===== config.mk =====
export PLATFORM = sky130hd
export DESIGN_NAME = screen_text_ctrl
export DESIGN_NICKNAME = d
export VERILOG_FILES = /design/src/rtl/screen_text_ctrl.sv
export SDC_FILE = /design/constraint.sdc
export NUM_CORES = 1
export LEC_CHECK = 0
export ABC_AREA = 0
export BUFFER_PORTS_ARGS = -buffer_cell sky130_fd_sc_hd__buf_2
export CORE_UTILIZATION = 28
export DETAILED_ROUTE_END_ITERATION = 6
export SETUP_SLACK_MARGIN = 0.4
export SLEW_MARGIN = 20
export SYNTH_ARGS = -nofsm -noshare
export SYNTH_HDL_FRONTEND = slang
export SYNTH_SLANG_ARGS = --single-unit

===== constraint.sdc =====
create_clock -name clk -period 2.1 [get_ports clk]
set_input_delay 0.105 -clock clk [delete_from_list [all_inputs] [get_ports clk]]
set_output_delay 0.105 -clock clk [all_outputs]
set_load 0.01 [all_outputs]

===== src/rtl/screen_text_ctrl.sv =====
// screen_text_ctrl: text-mode screen controller sharing one RAM port between the
// display read path and a small command engine (put char, set cursor, clear).
//
// Handshake: a command transfers on a rising edge where req_valid && req_ready;
// req_ready is high only while idle and out of reset, and the requester must hold
// req_cmd/req_char/req_row/req_col stable while req_valid is high.
module screen_text_ctrl #(
  parameter int         COLS       = 80,
  parameter int         ROWS       = 30,
  parameter logic [7:0] BLANK_CHAR = 8'h20
) (
  input  logic        clk,
  input  logic        reset,
  input  logic        video_on,
  input  logic [9:0]  x,
  input  logic [9:0]  y,
  input  logic        req_valid,
  output logic        req_ready,
  input  logic [1:0]  req_cmd,
  input  logic [7:0]  req_char,
  input  logic [4:0]  req_row,
  input  logic [6:0]  req_col,
  output logic [11:0] ram_addr,
  output logic        ram_we,
  output logic [7:0]  ram_wdata,
  output logic [4:0]  cur_row,
  output logic [6:0]  cur_col,
  output logic        busy,
  output logic        cmd_err
);

  localparam logic [4:0] LAST_ROW = 5'(ROWS - 1);
  localparam logic [6:0] LAST_COL = 7'(COLS - 1);
  localparam logic [5:0] ROWS_LIM = 6'(ROWS);
  localparam logic [7:0] COLS_LIM = 8'(COLS);

  localparam logic [1:0] CMD_PUT   = 2'b00;
  localparam logic [1:0] CMD_SET   = 2'b01;
  localparam logic [1:0] CMD_CLEAR = 2'b10;

  typedef enum logic [1:0] {
    IDLE  = 2'd0,
    PUT   = 2'd1,
    CLEAR = 2'd2
  } state_t;

  state_t      state_q, state_d;
  logic [4:0]  cur_row_q, cur_row_d;
  logic [6:0]  cur_col_q, cur_col_d;
  logic [4:0]  sweep_row_q, sweep_row_d;
  logic [6:0]  sweep_col_q, sweep_col_d;
  logic [7:0]  char_q, char_d;
  logic        err_q, err_d;
  logic        accept;
  logic        write;
  logic [11:0] write_addr;
  logic [7:0]  write_data;
  logic [11:0] pixel_addr;

  // Row-major successor of (r, c) inside the visible window, wrapping to (0,0).
  function automatic logic [11:0] advance(input logic [4:0] r, input logic [6:0] c);
    if (c == LAST_COL) begin
      if (r == LAST_ROW) return 12'd0;
      return {r + 5'd1, 7'd0};
    end
    return {r, c + 7'd1};
  endfunction

  assign pixel_addr = {y[8:4], x[9:3]};
  assign req_ready  = (state_q == IDLE) && !reset;
  assign busy       = (state_q != IDLE) && !reset;
  assign accept     = req_valid && req_ready;
  assign cur_row    = cur_row_q;
  assign cur_col    = cur_col_q;
  assign cmd_err    = err_q;

  // Next-state, cursor/sweep update and write request; writes only in blanking.
  always_comb begin
    state_d     = state_q;
    cur_row_d   = cur_row_q;
    cur_col_d   = cur_col_q;
    sweep_row_d = sweep_row_q;
    sweep_col_d = sweep_col_q;
    char_d      = char_q;
    err_d       = 1'b0;
    write       = 1'b0;
    write_addr  = 12'd0;
    write_data  = 8'd0;
    case (state_q)
      IDLE: begin
        if (accept) begin
          case (req_cmd)
            CMD_PUT: begin
              char_d  = req_char;
              state_d = PUT;
            end
            CMD_SET: begin
              if (({1'b0, req_row} < ROWS_LIM) && ({1'b0, req_col} < COLS_LIM)) begin
                cur_row_d = req_row;
                cur_col_d = req_col;
              end else begin
                err_d = 1'b1;
              end
            end
            CMD_CLEAR: begin
              sweep_row_d = 5'd0;
              sweep_col_d = 7'd0;
              state_d     = CLEAR;
            end
            default: err_d = 1'b1;
          endcase
        end
      end
      PUT: begin
        if (!video_on) begin
          write                  = 1'b1;
          write_addr             = {cur_row_q, cur_col_q};
          write_data             = char_q;
          {cur_row_d, cur_col_d} = advance(cur_row_q, cur_col_q);
          state_d                = IDLE;
        end
      end
      CLEAR: begin
        if (!video_on) begin
          write      = 1'b1;
          write_addr = {sweep_row_q, sweep_col_q};
          write_data = BLANK_CHAR;
          if ((sweep_row_q == LAST_ROW) && (sweep_col_q == LAST_COL)) begin
            cur_row_d   = 5'd0;
            cur_col_d   = 7'd0;
            sweep_row_d = 5'd0;
            sweep_col_d = 7'd0;
            state_d     = IDLE;
          end else begin
            {sweep_row_d, sweep_col_d} = advance(sweep_row_q, sweep_col_q);
          end
        end
      end
      default: state_d = IDLE;
    endcase
  end

  // RAM port mux: display address unless a write is actually being issued.
  always_comb begin
    ram_we    = write && !reset;
    ram_addr  = ram_we ? write_addr : pixel_addr;
    ram_wdata = ram_we ? write_data : 8'd0;
  end

  // State, cursor, sweep, latched character and error pulse registers.
  always_ff @(posedge clk) begin
    if (reset) begin
      state_q     <= IDLE;
      cur_row_q   <= 5'd0;
      cur_col_q   <= 7'd0;
      sweep_row_q <= 5'd0;
      sweep_col_q <= 7'd0;
      char_q      <= 8'd0;
      err_q       <= 1'b0;
    end else begin
      state_q     <= state_d;
      cur_row_q   <= cur_row_d;
      cur_col_q   <= cur_col_d;
      sweep_row_q <= sweep_row_d;
      sweep_col_q <= sweep_col_d;
      char_q      <= char_d;
      err_q       <= err_d;
    end
  end

endmodule


Word-level counts from Yosys, hierarchy flattened
Cells that the tools add are included.

storage, ports and cells
  flip-flop bits (word level) = 35
  input bits = 46
  output and inout port bits = 36
  logic and storage cells = 120

operators by class
  $add $sub $neg = 4
  magnitude comparators = 2
  eq/ne operators = 18
  multiplexer cells = 66
  bitwise operators = 2
  reductions and logical operators = 21

operator list
  cell                                                              number
  12-bit two-way mux                                                11
  7-bit two-way mux                                                 10
  5-bit two-way mux                                                 10
  12-bit one-hot mux with 2 select lines                            1
  7-bit one-hot mux with 3 select lines                             1
  1-bit two-way mux                                                 19
  8-bit two-way mux                                                 2
  8-bit one-hot mux with 2 select lines                             1
  5-bit one-hot mux with 3 select lines                             1
  7-bit by 1-bit adder with 7-bit output (second input constant)    2
  7-bit == test (second input constant)                             2
  7-bit one-hot mux with 2 select lines                             1
  5-bit by 1-bit adder with 5-bit output (second input constant)    2
  5-bit == test (second input constant)                             2
  2-bit != test (second input constant)                             5
  5-bit one-hot mux with 2 select lines                             1
  5-bit AND reduction                                               2
  2-bit two-way mux                                                 4
  8-bit AND reduction                                               1
  7-bit < comparator (second input constant)                        1
  7-bit AND reduction                                               1
  1-bit logical AND                                                 6
  6-bit two-way mux                                                 1
  2-bit by 1-bit != test with 1-bit output (second input constant)  3
  other kinds (17)                                                  23

Logic depth before layout (Yosys ltp)
Gate-level depths: netlist (run 1).

  depth after elaboration = 12
  mapped depth = 8

Least setup slack after synthesis (run 1)
No wires, ideal clock.

  path kind = reg-to-reg
  from = reg state_q[0]
  to = reg cur_row_q[3] (netlist: cur_row[3])
  setup time = 132 ps
  arrival = 1,856 ps
  required time = 1,968 ps
  slack = 112 ps
  cell stages (with the launch flop) = 9
  path buffers = 2
  clock period less this slack = 1,988 ps
  cell sequence = dfxtp_1 inv_1 ha_1 clkbuf_1 a221oi_1 nand4b_1 buf_2 a2111oi_0 nor3_1

between the ends
  word-level cells in the longest chain between the ends = 5
  elaborated cells on any way between the ends = 15

ends and longest elaborated chain
  what                                  RTL line  source
  from (decl)                           47        state_t state_q, state_d;
  from (signal assigned)                161       state_q <= state_d;
  2-bit zero test                       70, 89
  1-bit logical AND                     70        assign req_ready = (state_q == IDLE) && !reset;
  1-bit logical AND                     72        assign accept = req_valid && req_ready;
  2-bit != test (no source line)        -
  8-bit AND reduction (no source line)  -
  to (signal assigned)                  162       cur_row_q <= cur_row_d;
  to (decl)                             48        logic [4:0] cur_row_q, cur_row_d;

Parallel ways exist; a longest one is shown, timed or not.
A chain may end at the register's enable or synchronous reset.

Worst setup path after layout (run 1)
  from = reg state_q[1]
  to = out ram_addr[8]

between the ends
  word-level cells in the longest chain between the ends = 5
  elaborated cells on any way between the ends = 7

ends and longest elaborated chain
  what                                                                              RTL line  source
  2-bit == test / 2-bit by 1-bit == test with 1-bit output (equally long branches)  89        case (state_q)
  2-bit OR reduction (no source line)                                               -
  1-bit two-way mux                                                                 -
  1-bit logical AND                                                                 145       ram_we = write && !reset;
  12-bit two-way mux *                                                              146       ram_addr = ram_we ? write_addr : pixel_addr;
  to (decl)                                                                         23        output logic [11:0] ram_addr,

Every way passes the cells marked *; elsewhere a longest branch is shown, timed or not.

==> results of run 1 <==
-- synthesized netlist by cell type (2+ instances only) --
cell type   n  area, um^2
nand2_1    11        41.3
a21oi_1    27         135
ha_1       10         125
a2111oi_0   5        43.8
nand2b_1    6        37.5
xnor2_1     2        17.5
a22oi_1    13        97.6
a22o_1      2        17.5
buf_2       5        25.0
nand3_1    10        50.1
nor2_1     42         158
and3_1      7        43.8
xor2_1      9        78.8
nand4_1     6        37.5
dfxtp_1    35         701
clkbuf_1   12        45.0
nand4b_1    3        26.3
mux2i_1    10         100
and2b_2     2        17.5
nor3_1     13        65.1
o21a_1      4        30.0
inv_1      12        45.0
and2_1      4        25.0
and4b_1     2        20.0
a221oi_1    6        52.6
o21ai_0     7        35.0
o31ai_1     4        30.0
or4_1       4        30.0
-- final timing paths --
kind	depth (start not counted)	slack, ns	start	end
setup reg to reg	5	0.19	sweep_col_q[1]	sweep_row_q[4]
hold reg to reg	2	0.50	char_q[3]	char_q[3]
setup / recovery	9	0.14	state_q[1]	ram_addr[8]
hold / removal	3	0.05	req_char[5]	char_q[5]
-- through the flow --
step	setup slack (ns)	cells	instance area [um^2]	util [%]	hold WS, ns
finish	0.145	494	3660	47.2	0.0452
global route	0.0456	494	3660	47.2	0.0556
CTS	0.174	484	3390	43.6	0.0410
detailed placement	0.119	454	2890	37.2	0.346
global placement	0.152	454	2890	37.2	0.335
floorplan	0.283	285	2420	-	0.249
-- critical path: cells and delay by family (launching register included) --
family / cells / cell delay [ns]
flip-flops: 1 / 0.39
AND/OR/NAND/NOR: 2 / 0.23
buffers and inverters: 5 / 0.52
AO/OA/AOI/OAI: 1 / 0.11
adder cells (fa/ha/maj): 1 / 0.28
-- flip-flops by register name (all words and copies together) (netlist names) --
register / count
state_q: 2
char_q: 8
cur_row: 5
cmd_err: 1
sweep_row_q: 5
sweep_col_q: 7
cur_col: 7
-- per-layer routing --
metal	share of wire, %	global-route usage [%]	vias up	routed length (um)
li1	-	-	1255	-
met1	42	22.1	1248	3260
met2	50	29.9	92	3870
met3	5.5	3.65	16	432
met4	2.8	9.66	0	221
met5	0	0	-	0
-- cells by family (layout without fill, tap and decap cells) --
kind of cell	after synthesis	in the layout	synth area share [%]
AND/OR/NAND/NOR	116	116	27.6
AO/OA/AOI/OAI	72	72	21.2
flip-flops	35	35	31.1
buffers and inverters	30	137	5.28
XOR/XNOR	11	11	4.28
multiplexers	11	11	4.95
adder cells (fa/ha/maj)	10	10	5.56
-- power groups by stage --
stage	Clock [mW]	Combinational (mW)	Sequential [mW]
global route	0.658	0.738	0.754
floorplan	0	0.296	0.764
finish	0.607	0.682	0.748
CTS	0.617	0.584	0.749
detailed placement	0	0.465	0.766
global placement	0	0.460	0.765
-- timing repair --
action / 4_1_cts / 5_1_grt
setup buffers: 18 / 10
gates cloned: 4 / 0
setup endpoints to repair: 51 / 54
pin swaps: 21 / 12
resized for setup: 57 / 50
-- area by class of cell --
type | count | area (um^2) | area share [%]
Tap cell | 102 | 128 | 3.48
Multi-Input combinational cell | 220 | 1850 | 50.5
Inverter | 12 | 55.1 | 1.50
Timing Repair Buffer | 117 | 795 | 21.7
Sequential cell | 35 | 723 | 19.7
Clock inverter | 1 | 5.00 | 0.137
Clock buffer | 7 | 108 | 2.94
==> flow_summary.yaml, run 1 <==
timing:
  final_hold_viol_count: 0
  rsz0062_at_grt: "yes"
  relSlewSlack_pct: 79.5
  fin_skew_ns: 0.00975
  layout_worst_path_cycle_share_pct: 93.1
  fmax_mhz: 511
  post-route-min-period_ns: 1.96
  setup-violations-final: 0
  slew_viol_final: 0
  tightest_slew_ns: 0.307
  setup_tns_ns: 0
floorplanning:
  die_area_mm2: 0.00840
  initial_core_util_pct: 29.0
  ioPinCount: 82
  die_y_um: 91.7
  rows: 32
  core_mm2: 0.00777
  chipWidth_um: 91.7
detailed_routing:
  dr.pass1.iters: 4
  via_per_inst: 5.29
  dr.first_iter.drc_count: 157
  avgRoutedWirePerCell_um: 15.8
  vias: 2611
  drc: 0
  wl_mm: 7.79
  ant_nets: 0
flow_run:
  maxCapViolCount: 0
synthesis:
  synth_edf_count: 0
  yosys_warnings: 0
  synth_area_mm2: 0.00225
  seq_area_frac_synth_pct: 31.1
  ys_types: 40
  async_reset_ff_share_pct: 0
  ys_ff_latch: 35
  syn_nets: 341
  synthCells: 285
  syn_area_per_cell_um2: 7.90
  synth_ff_type: "dfxtp_1"
global_routing:
  grt_pass1_vias: 2437
  grt_start_max_net_pins: 24
  overflow: 0
  grt_antenna_before_repair: 0
  track_usage_pct: 18.1
  grt_pass1_wl_mm: 11.9
clock_tree:
  cts.path.max_buffers: 2
  cts_tree: "done"
  cts.clk_slew.worst_paths_ns: 0.08
  htreeDepth: 2
  clk_latency_ns: 0.29
  cts_root_buffer: "clkbuf_8"
  cts.sinks: 35
  numCtsBuffers: 5
  ctsHoldBuffers: 0
status:
  status: "finished, final reports clean"
place:
  dp_hpwl_mm: 4.89
  place.gp.congestion: 0.786
  numPortBuffers: 73
setup_path:
  worstPathMaxFanout: 8
  cpPeakStageDelay_ns: 0.39
  critical_path_required_ns: 2.00
  critPathKind: "reg2out"
  end_kind: "primary output"
  path_common_cell: "inv_4"
  path_cells: "inv_4, ha_4, inv_4, nor3_4, buf_6, buf_8, nor2_4, a21oi_1, buf_2"
  crit_arrival_ns: 1.85
  crit_path_start_kind: "flip-flop"
  cp_slowest_cell: "dfxtp_4"
power:
  power.total_mw: 2.04
  seqPwrFrac_pct: 36.7
  power_frac_clock_pct: 29.8
  power_switching_mw: 0.680
  p_int_mw: 1.36
  power.density_mw_per_mm2: 556
  cellLeakagePower_nw: 1.52
  p_comb_share_pct: 33.5
  switching_share_pct: 33.4
  max-vdd-ir-drop_uv: 204
min_path:
  hold_class: "in2reg"
cells_and_area:
  final_nets: 447
  diodes: 0
  final_common_cell: "buf_2"
  drive_gt1_share_pct: 53.6
  final_cell_mix: "buf_2, buf_4, dfxtp_1"
  fillers: 734
  syn_to_final_growth_pct: 62.8
Power figures use the tool's default switching activity.
==> inputs of run 2 (changes only) <==
- BUFFER_PORTS_ARGS: -buffer_cell sky130_fd_sc_hd__buf_2 -> default
- DONT_BUFFER_PORTS: default -> 1
==> flow_summary.yaml, run 2 (synthesized netlist as in run 1, its figures left out) <==
floorplanning:
  chipWidth_um: 91.7
  die_y_um: 91.7
  core_mm2: 0.00777
  rows: 32
  ioPinCount: 82
  initial_core_util_pct: 29.0
  die_area_mm2: 0.00840
setup_path:
  cp_top_family: "compound AO/OA/AOI/OAI gates"
  crit_path_start_kind: "flip-flop"
  path_common_cell: "buf_6"
  path_cells: "inv_4, ha_4, o21a_1, a221oi_2, nand4b_1, buf_6, buf_6, a2111oi_4, nor3_2"
  worstPathMaxFanout: 6
  critPathBufInv: 3
  crit_arrival_ns: 2.07
  end_kind: "flip-flop"
  cpPeakStageDelay_ns: 0.38
  critPathKind: "reg2reg"
  critical_path_required_ns: 2.28
  cp_slowest_cell: "dfxtp_4"
global_routing:
  grt_start_max_net_pins: 38
  grt_antenna_before_repair: 0
  overflow: 0
  grt_pass1_wl_mm: 12.2
  grt_pass1_vias: 2363
  track_usage_pct: 18.5
timing:
  setup-violations-final: 0
  slew_viol_final: 0
  rsz0062_at_grt: "yes"
  setup_ws_ns: 0.212
  final_hold_viol_count: 2
  relSlewSlack_pct: 75.4
  tightest_slew_ns: 0.369
  post-route-min-period_ns: 1.89
  fin_hold_ws_ns: -0.0184
  fin_skew_ns: 0.00909
  setup_tns_ns: 0
  fmax_mhz: 530
  layout_worst_path_cycle_share_pct: 89.9
detailed_routing:
  ant_nets: 0
  dr.pass1.iters: 4
  drc: 0
  vias: 2441
  via_per_inst: 5.49
  dr.first_iter.drc_count: 116
  avgRoutedWirePerCell_um: 17.8
  wl_mm: 7.90
cells_and_area:
  largest_reg_flops: 8
  final_common_cell: "buf_4"
  drive_gt1_share_pct: 45.2
  final_cell_mix: "buf_4, nor2_1, dfxtp_1"
  syn_to_final_growth_pct: 62.0
  fillers: 723
  top_register: "char_q"
  diodes: 0
  final_nets: 398
power:
  power.density_mw_per_mm2: 549
  cellLeakagePower_nw: 1.34
  max-vdd-ir-drop_uv: 280
clock_tree:
  cts_root_buffer: "clkbuf_8"
  cts_tree: "done"
  cts.path.max_buffers: 2
  clk_latency_ns: 0.30
  cts.sinks: 35
  numCtsBuffers: 5
  cts.clk_slew.worst_paths_ns: 0.07
  htreeDepth: 2
status:
  status: "finished with violations"
  failed_checks: "hold timing"
min_path:
  hold_class: "in2reg"
place:
  place.gp.congestion: 0.825
  numPortBuffers: 0
  preCtsSetupSlack_ns: 0.129
  dp_hpwl_mm: 4.73
flow_run:
  maxCapViolCount: 0
run 2: report_power, final:
group          internal, mW  total (mW)  switching, mW
Combinational         0.316       0.648          0.332
Sequential            0.696       0.753         0.0572
Clock                 0.336       0.602          0.266
Total                  1.35        2.00          0.655
run 2: metrics by stage:
stage                     std cells  hold WS [ns]  power [mW]  cell area [um^2]  utilization (%)
after floorplan                 285         0.249        1.06              2420                -
after global placement          388         0.173        1.15              2570             33.2
after detailed placement        388         0.175        1.16              2570             33.2
after CTS                       428        -0.142        1.90              3330             42.8
after global routing            445       0.00674        2.10              3650             47.0
final                           445       -0.0184        2.00              3650             47.0
run 2: cell type report:
class / count / area (um^2) / area share (%)
Multi-Input combinational cell: 220 / 1940 / 53.2
Sequential cell: 35 / 728 / 20.0
Timing Repair Buffer: 68 / 687 / 18.8
Tap cell: 102 / 128 / 3.50
Clock buffer: 7 / 108 / 2.95
Inverter: 12 / 52.6 / 1.44
Clock inverter: 1 / 5.00 / 0.137
run 2: final timing paths:
path          startpoint          to  slack [ns]  cells past startpoint
max           state_q[0]  cur_row[2]        0.21                      9
min          req_char[7]   char_q[7]       -0.02                      2
max reg2reg   state_q[0]  cur_row[2]        0.21                      9
min reg2reg    char_q[3]   char_q[3]        0.50                      2
run 2: worst reg2reg max path, delay by kind of cell, from the launching register on:
family / cells / cell delay (ns)
simple gates: 2 / 0.27
fa+ha+maj: 1 / 0.18
compound gates: 3 / 0.60
buf+inv: 3 / 0.34
flops: 1 / 0.38
run 2: layer usage:
metal / up-vias / part of all wire [%] / track usage (%)
met5: - / 0 / 0
met4: 0 / 1.4 / 5.03
met3: 11 / 5.4 / 4.31
met2: 84 / 53 / 33.5
met1: 1193 / 40 / 21.8
li1: 1153 / - / -
run 2: timing repair:
item                                   4_1_cts  5_1_grt
setup endpoints to repair                   45       54
endpoints found under the hold margin       30       29
hold buffers                                 1        8
pin swaps                                   24       14
resized for setup                           92       36
cloned                                       2        0
buffers inserted                            29        9
==> inputs of run 3 (changes only) <==
- CTS_BUF_LIST: default -> sky130_fd_sc_hd__clkbuf_16
==> flow_summary.yaml, run 3 (synthesized netlist as in run 1, its figures left out) <==
detailed_routing:
  avgRoutedWirePerCell_um: 17.8
  ant_nets: 0
  wl_mm: 7.81
  dr.first_iter.drc_count: 153
  via_per_inst: 5.43
  drc: 0
  vias: 2380
  dr.pass1.iters: 4
setup_path:
  cpPeakStageDelay_ns: 0.38
  crit_path_start_kind: "flip-flop"
  critical_path_required_ns: 2.26
  reg2reg_from: "state_q[0]"
  crit_arrival_ns: 2.05
  rr_worst_depth: 9
  path_cells: "inv_4, ha_4, o21a_1, a221oi_2, nand4b_1, buf_4, buf_4, a2111oi_4, nor3_1"
  r2r-end: "cur_row[3]"
  end_kind: "flip-flop"
  cp_slowest_cell: "dfxtp_4"
  worstPathMaxFanout: 7
  path_common_cell: "buf_4"
  critPathKind: "reg2reg"
  r2r_slack_ns: 0.20
floorplanning:
  initial_core_util_pct: 29.0
  core_mm2: 0.00777
  chipWidth_um: 91.7
  ioPinCount: 82
  die_y_um: 91.7
  die_area_mm2: 0.00840
  rows: 32
place:
  numPortBuffers: 0
  dp_hpwl_mm: 4.73
  place.gp.congestion: 0.825
power:
  max-vdd-ir-drop_uv: 315
  power.density_mw_per_mm2: 598
  cellLeakagePower_nw: 1.34
global_routing:
  grt_start_max_net_pins: 38
  grt_antenna_before_repair: 0
  overflow: 0
  grt_pass1_wl_mm: 12.2
  grt_pass1_vias: 2395
  track_usage_pct: 18.5
timing:
  setup-violations-final: 0
  setup_tns_ns: 0
  fin_skew_ns: 0.00915
  rsz0062_at_grt: "yes"
  fin_hold_ws_ns: -0.0237
  post-route-min-period_ns: 1.90
  fmax_mhz: 527
  final_hold_viol_count: 3
  layout_worst_path_cycle_share_pct: 90.4
  tightest_slew_ns: 0.380
  relSlewSlack_pct: 74.7
  slew_viol_final: 0
clock_tree:
  clk_latency_ns: 0.28
  cts_root_buffer: "clkbuf_16"
  htreeDepth: 2
  cts.path.max_buffers: 2
  cts_tree: "done"
  numCtsBuffers: 5
  cts.sinks: 35
  cts.clk_slew.worst_paths_ns: 0.05
cells_and_area:
  largest_reg_flops: 8
  diodes: 0
  top_register: "char_q"
  syn_to_final_growth_pct: 61.1
  final_nets: 391
  final_common_cell: "buf_4"
  final_cell_mix: "buf_4, nor2_1, dfxtp_1"
  drive_gt1_share_pct: 44.9
  utilization_pct: 46.7
min_path:
  hp-start: "req_char[3]"
  whs_endpoint: "char_q[3]"
  hold_depth: 2
  hold_class: "in2reg"
flow_run:
  maxCapViolCount: 0
status:
  status: "finished with violations"
  failed_checks: "hold timing"
==> run 3: what timing repair did <==
| item | 4_1_cts | 5_1_grt |
|---|---|---|
| pin swaps | 20 | 10 |
| hold buffers | 1 | 6 |
| setup endpoints to repair | 45 | 53 |
| endpoints found under the hold margin | 30 | 29 |
| cloned | 3 | 0 |
| gates resized for setup | 93 | 33 |
| setup buffers | 24 | 8 |
==> run 3: how the worst max path moves through the flow <==
stage	startpoint	end	slack [ns]	depth (start not counted)
floorplan	sweep_row_q[1]	sweep_row_q[2]	0.28	7
global placement	state_q[0]	sweep_row_q[4]	0.16	6
detailed placement	state_q[1]	cur_col[1]	0.13	8
CTS	sweep_row_q[1]	cur_row[3]	0.24	9
global route	state_q[1]	cur_row[3]	0.08	9
finish	state_q[0]	cur_row[3]	0.20	9
==> run 3: worst max-delay path: cells and delay by family (launching register included) <==
| family | cells | cell delay, ns |
|---|---|---|
| simple gates | 2 | 0.24 |
| flops | 1 | 0.38 |
| compound gates | 3 | 0.59 |
| fa+ha+maj | 1 | 0.18 |
| buf+inv | 3 | 0.38 |
==> run 3: routing by layer <==
| metal | vias up | track usage (%) | part of all wire, % |
|---|---|---|---|
| met4 | 0 | 9.13 | 3.2 |
| li1 | 1141 | - | - |
| met3 | 18 | 4.56 | 5.5 |
| met2 | 76 | 31.6 | 50 |
| met5 | - | 0 | 0 |
| met1 | 1145 | 21.4 | 41 |
==> run 3: through the flow <==
| stage | worst slack [ns] | total power [mW] | instances | hold slack, ns | instance area [um^2] |
|---|---|---|---|---|---|
| final | 0.202 | 2.17 | 438 | -0.0237 | 3630 |
| after global routing | 0.0753 | 2.26 | 438 | 0.000397 | 3630 |
| after CTS | 0.242 | 2.10 | 424 | -0.119 | 3350 |
| after detailed placement | 0.129 | 1.16 | 388 | 0.175 | 2570 |
| after global placement | 0.161 | 1.15 | 388 | 0.173 | 2570 |
| after floorplan | 0.283 | 1.06 | 285 | 0.249 | 2420 |
==> run 3: area by class of cell <==
cell class	count	area, um^2
clock inverters	2	8.76
repair buffers	61	634
clock buffers	6	150
multi-input cells	220	1930
well taps	102	128
flip-flops and latches	35	728
fillers	723	4140
inverters	12	52.6
==> run 3: report_power, final <==
part	total, mW	internal, mW	leakage, nW	switching [mW]
Combinational	0.622	0.298	0.970	0.324
Sequential	0.754	0.697	0.289	0.0570
Clock	0.794	0.506	0.0794	0.289
Total	2.17	1.50	1.34	0.669
